--- src/rtl/pipe_cla_alu_if.sv ---
// pipe_cla_alu_if: operand/result handshake bundle for pipe_cla_alu
interface pipe_cla_alu_if #(parameter int N = 16);
  logic in_valid;
  logic in_ready;
  logic [1:0] op;
  logic signed [N-1:0] a;
  logic signed [N-1:0] b;
  logic out_valid;
  logic out_ready;
  logic signed [N-1:0] result;
  logic [4:0] flags;
  modport master (output in_valid, op, a, b, out_ready, input in_ready, out_valid, result, flags);
  modport slave (input in_valid, op, a, b, out_ready, output in_ready, out_valid, result, flags);
endinterface

--- src/rtl/pipe_cla_alu.sv ---
// pipe_cla_alu: pipelined carry-look-ahead ADD/SUB/ADC/SBC with global stall; parity flag only with PIPE_CLA_ALU_PARITY_EN
module pipe_cla_alu #(
  parameter int N = 16,
  parameter int STAGES = 2
) (
  input logic clk,
  input logic rst,
  pipe_cla_alu_if.slave bus
);
  localparam int W = N + 5;
  logic [N-1:0] x, g, p, gk, pk, c, s;
  logic cin, cout, cflag, stall, issue, par;
  logic [W-1:0] nxt;
  logic [STAGES-1:0] vld;
  logic [W-1:0] dat [STAGES];
  assign stall = vld[STAGES-1] && !bus.out_ready;
  assign issue = bus.in_valid && !stall;
  assign bus.in_ready = !stall;
  assign x = bus.op[0] ? ~bus.b : bus.b;
  assign cin = bus.op[1] ? cflag : bus.op[0];
  // Kogge-Stone prefix: gk[i] ends as the carry out of bit i
  always_comb begin
    g = bus.a & x;
    p = bus.a ^ x;
    gk = g;
    pk = p;
    gk[0] = g[0] | (p[0] & cin);
    for (int d = 1; d < N; d = d * 2)
      for (int i = N - 1; i >= d; i--) begin
        gk[i] = gk[i] | (pk[i] & gk[i-d]);
        pk[i] = pk[i] & pk[i-d];
      end
  end
  assign c = {gk[N-2:0], cin};
  assign s = p ^ c;
  assign cout = gk[N-1];
`ifdef PIPE_CLA_ALU_PARITY_EN
  assign par = ~^s;
`else
  assign par = 1'b0;
`endif
  assign nxt = {s, c[N-1] ^ cout, cout, s[N-1], s == '0, par};
  always_ff @(posedge clk) begin
    if (rst) begin
      vld <= '0;
      cflag <= 1'b0;
      for (int k = 0; k < STAGES; k++) dat[k] <= '0;
    end else if (!stall) begin
      for (int k = STAGES - 1; k >= 1; k--) begin
        vld[k] <= vld[k-1];
        dat[k] <= dat[k-1];
      end
      vld[0] <= issue;
      dat[0] <= issue ? nxt : '0;
      if (issue) cflag <= cout;
    end
  end
  assign bus.out_valid = vld[STAGES-1];
  assign {bus.result, bus.flags} = bus.out_valid ? dat[STAGES-1] : '0;
endmodule

--- src/flat_wrapper.sv ---
// flat-port wrapper written by rule: the top's interface ports become plain ports
module pipe_cla_alu_flat 
#(
  parameter int N = 16,
  parameter int STAGES = 2
)
  (clk, rst, bus_in_valid, bus_op, bus_a, bus_b, bus_out_ready, bus_in_ready, bus_out_valid, bus_result, bus_flags);
  pipe_cla_alu_if #(.N(N)) bus_i ();
  input logic clk;
  input logic rst;
  input wire logic [$bits(bus_i.in_valid)-1:0] bus_in_valid;
  input wire logic [$bits(bus_i.op)-1:0] bus_op;
  input wire logic [$bits(bus_i.a)-1:0] bus_a;
  input wire logic [$bits(bus_i.b)-1:0] bus_b;
  input wire logic [$bits(bus_i.out_ready)-1:0] bus_out_ready;
  output wire logic [$bits(bus_i.in_ready)-1:0] bus_in_ready;
  output wire logic [$bits(bus_i.out_valid)-1:0] bus_out_valid;
  output wire logic [$bits(bus_i.result)-1:0] bus_result;
  output wire logic [$bits(bus_i.flags)-1:0] bus_flags;
  assign bus_i.in_valid = bus_in_valid;
  assign bus_i.op = bus_op;
  assign bus_i.a = bus_a;
  assign bus_i.b = bus_b;
  assign bus_i.out_ready = bus_out_ready;
  assign bus_in_ready = bus_i.in_ready;
  assign bus_out_valid = bus_i.out_valid;
  assign bus_result = bus_i.result;
  assign bus_flags = bus_i.flags;
  pipe_cla_alu #(.N(N), .STAGES(STAGES)) u_core (.clk(clk), .rst(rst), .bus(bus_i));
endmodule
--- config.mk ---
export PLATFORM = sky130hd
export DESIGN_NAME = pipe_cla_alu_flat
export DESIGN_NICKNAME = d
export VERILOG_FILES = /design/src/rtl/pipe_cla_alu_if.sv /design/src/rtl/pipe_cla_alu.sv /design/src/flat_wrapper.sv
export SDC_FILE = /design/constraint.sdc
export NUM_CORES = 1
export LEC_CHECK = 0
export ABC_AREA = 1
export CAP_MARGIN = 20
export CORE_AREA = 4 4 84 86
export DETAILED_ROUTE_END_ITERATION = 16
export DIE_AREA = 0 0 88 90
export HOLD_SLACK_MARGIN = 0.02
export PLACE_DENSITY = 0.76
export SYNTH_ARGS = -nofsm -noshare
export SYNTH_HDL_FRONTEND = slang
export SYNTH_SLANG_ARGS = --single-unit
--- constraint.sdc ---
create_clock -name clk -period 3.56 [get_ports clk]
set_input_delay 1.068 -clock clk [delete_from_list [all_inputs] [get_ports clk]]
set_output_delay 1.068 -clock clk [all_outputs]
set_load 0.005 [all_outputs]
==> results.txt <==
final instance area - 0.00371 mm²
register-to-register setup slack - 1.23 ns
antenna cells - 0
Routed wire per std cell - 9.12 µm
Yosys top cell by area - edfxtp_1
R2R Path End - u_core.dat[0][1]$_SDFFCE_PN0P_
Clock Root Buffer - clkbuf_8
Rows - 29
Core Area - 0.00628 mm²
Slew Limit Headroom - 0.616
Ys Warns - 0
final critical-path share of the clock period - 0.916
Max H-tree Level - 2
initial antenna violation count - 0
CTS Buffer Depth - 2
Final Hold Viols - 0
DRC errors left - 0
global-route wire length before repair - 8580 µm
Setup Skew - 0.00336 ns
Yosys cell types - 31
Num Clock Sinks - 41
Slew @ Worst Pin - 0.575 ns
WHS Path Cells - 2
sequential share of the synthesized area - 0.417
final setup vio count - 0
die width - 88 µm
synthesized area - 0.00288 mm²
Worst Setup End Kind - flop
dpl ws - -0.176 ns
CTS Hold Buffers Added - 0
Leak Pwr - 1.88 nW
global placer's final weighted congestion - 0.786
via count - 2324
worst r2r src - u_core.cflag$_SDFFE_PP0P_
Detail Placement HPWL - 4070 µm
Detailed Routing Iterations Pass 1 - 6
CP Launch Point - bus_b[0]
Max VDD drop - 208 µV
Die Area - 0.00792 mm²
final WL - 4790 µm
PwrDens - 346 mW/mm²
Max Cap Viol - 0
final count of pins violating max slew - 0
All-Layer GR Usage - 0.133
Yosys top cell area share - 0.396
fmax - 307 MHz
setup_tns - 0 ns
WP data required - 3.71 ns
vias in the first global route - 2125
number of nets in the layout - 502
die height - 90 µm
area delta synth->final - 28.9%
total CTS buffers - 5
GRT overflow - 0
RSZ-0062 raised after global routing - no
status - finished, final reports clean
io pins - 61
Setup crit end - u_core.dat[0][1]$_SDFFCE_PN0P_
fill count - 588
Worst setup SP type - input pin
post-synthesis sequential element count - 41
TritonCTS clock tree - yes
largest net degree at the start of global routing - 22
synthesized area per cell - 7.64 µm²
DRT iter0 DRCs - 55
port bufs - 59
CP Max Fanout - 4
Via density - 4.43
syn nets - 432
Worst R2R Path Depth - 16
hold_ws - 0.487 ns
final worst slack - 0.297 ns
share of post-route cells with drive strength above 1 - 0.105
Starting Density - 0.459
placed inst area - 0.00362 mm²
HP Class - reg2reg
clk_lat worst skew - 0.28 ns
Gate Count Post-Synth - 377
Power Total - 0.00128 W
Worst Path Class, Setup - in2reg
Synth area leaders - edfxtp_1 40%, nand2_1 13%, inv_1 10%
Clock Pin Slew Worst Setup and Hold Paths - 0.06 ns
Period minus WS final - 3.26 ns
Final ANT Viol Nets - 0
crit path DAT - 3.41 ns
==> per-stage QoR <==
stage,instances,util
2_1_floorplan,377,-
3_3_place_gp,517,0.577
3_5_place_dp,517,0.577
4_1_cts,525,0.590
5_1_grt,525,0.591
6_report,525,0.591
==> per-layer routing <==
layer  track usage  vias to the layer above  part of all wire
met5             0                        -                 0
met4        0.0614                        0             0.020
met3        0.0146                        5             0.052
met2         0.241                       57              0.49
met1         0.151                      980              0.44
li1              -                     1282                 -
==> flip-flops by register name, summed over array words and instances, names as in the netlist <==
signal and cells:
u_core.vld 2, u_core.dat 38, u_core.cflag 1
==> worst max-delay path: stages <==
cell and delay (ns):
clkdlybuf4s50_1 0.43, xnor2_1 0.16, fa_2 0.38, fa_1 0.39
inv_1 0.07, nand2_1 0.08, nand2_2 0.11, nand3_2 0.09
nand2_2 0.09, nand2_1 0.07, nand2_1 0.07, nand2_1 0.05
nand2_1 0.07, nand2_1 0.06, nor2_1 0.09, nand2_1 0.06
nor2_2 0.08
==> kinds of logic (layout without fill, tap and decap cells) <==
kind of cell               after synthesis  in the layout  share of synthesized area
other                                    1              1                    0.00130
adders and majority gates               17             17                     0.0791
xor gates and xnor gates                17             17                     0.0517
AOI/OAI and AO/OA                       20             20                     0.0404
DFF                                     41             41                      0.417
and+or+nand+nor                        190            190                      0.286
muxes                                    1              1                    0.00348
buffers and inverters                   90            161                      0.121
==> synth_stat cells <==
cell	count
nand2_1	101
inv_1	77
nor2_1	50
edfxtp_1	38
ha_1	15
xor2_1	14
a21oi_1	13
nand3_1	12
nand2_2	11
clkbuf_1	5
inv_2	4
o21ai_0	4
dfxtp_1	3
nand3_2	3
nand3b_1	3
nor2_2	3
xnor2_1	3
buf_2	2
buf_4	2
fa_1	2
nor3_1	2
a21oi_2	1
a21oi_4	1
and2_1	1
conb_1	1
mux2i_1	1
nand2_4	1
nor2_4	1
nor3_2	1
o22ai_1	1
or2_4	1
==> layout by cell type (no fill, tap or decap), types with 2 or more instances in the layout <==
master and instances:
o21ai_0 4, nor2_2 3, clkbuf_1 3, dfxtp_1 3
ha_1 15, nand2_2 12, xnor2_1 3, inv_1 77
nand3b_1 3, nor2_1 50, a21oi_1 13, buf_4 12
edfxtp_1 38, clkdlybuf4s50_1 58, inv_2 4, clkbuf_8 5
xor2_1 14, nand3_2 3, nand2_1 100, nand3_1 12
nor3_1 2
==> area by class of cell <==
class / instances / area, µm² / share of cell area
Multi-Input combinational cell: 246 / 1340 / 0.360
Sequential cell: 41 / 1200 / 0.324
Timing Repair Buffer: 72 / 694 / 0.187
Inverter: 81 / 304 / 0.0819
Tap cell: 77 / 96.3 / 0.0260
Clock buffer: 8 / 80.1 / 0.0216
==> worst min path at each step <==
| stage | startpoint | to | slack [ns] |
|---|---|---|---|
| 2_1_floorplan | u_core.vld[0]$_SDFFE_PP0N_ | u_core.vld[1]$_SDFFE_PP0N_ | 0.44 |
| 3_3_place_gp | u_core.vld[0]$_SDFFE_PP0N_ | u_core.vld[1]$_SDFFE_PP0N_ | 0.47 |
| 3_5_place_dp | u_core.vld[0]$_SDFFE_PP0N_ | u_core.vld[1]$_SDFFE_PP0N_ | 0.47 |
| 4_1_cts | u_core.vld[0]$_SDFFE_PP0N_ | u_core.vld[1]$_SDFFE_PP0N_ | 0.49 |
| 5_1_grt | u_core.vld[0]$_SDFFE_PP0N_ | u_core.vld[1]$_SDFFE_PP0N_ | 0.52 |
| 6_report | u_core.vld[0]$_SDFFE_PP0N_ | u_core.vld[1]$_SDFFE_PP0N_ | 0.49 |
==> power breakdown <==
| part | switching [W] | internal [W] |
|---|---|---|
| clock | 0.000129 | 0.000139 |
| combinational | 0.000241 | 0.000190 |
| sequential | 0.0000130 | 0.000572 |
==> what timing repair did <==
item / CTS / global route
setup endpoints to repair: 0 / 4
setup buffers: 0 / 0
gates resized for setup: 0 / 4
Note: power is estimated with default switching activity, not from simulation.
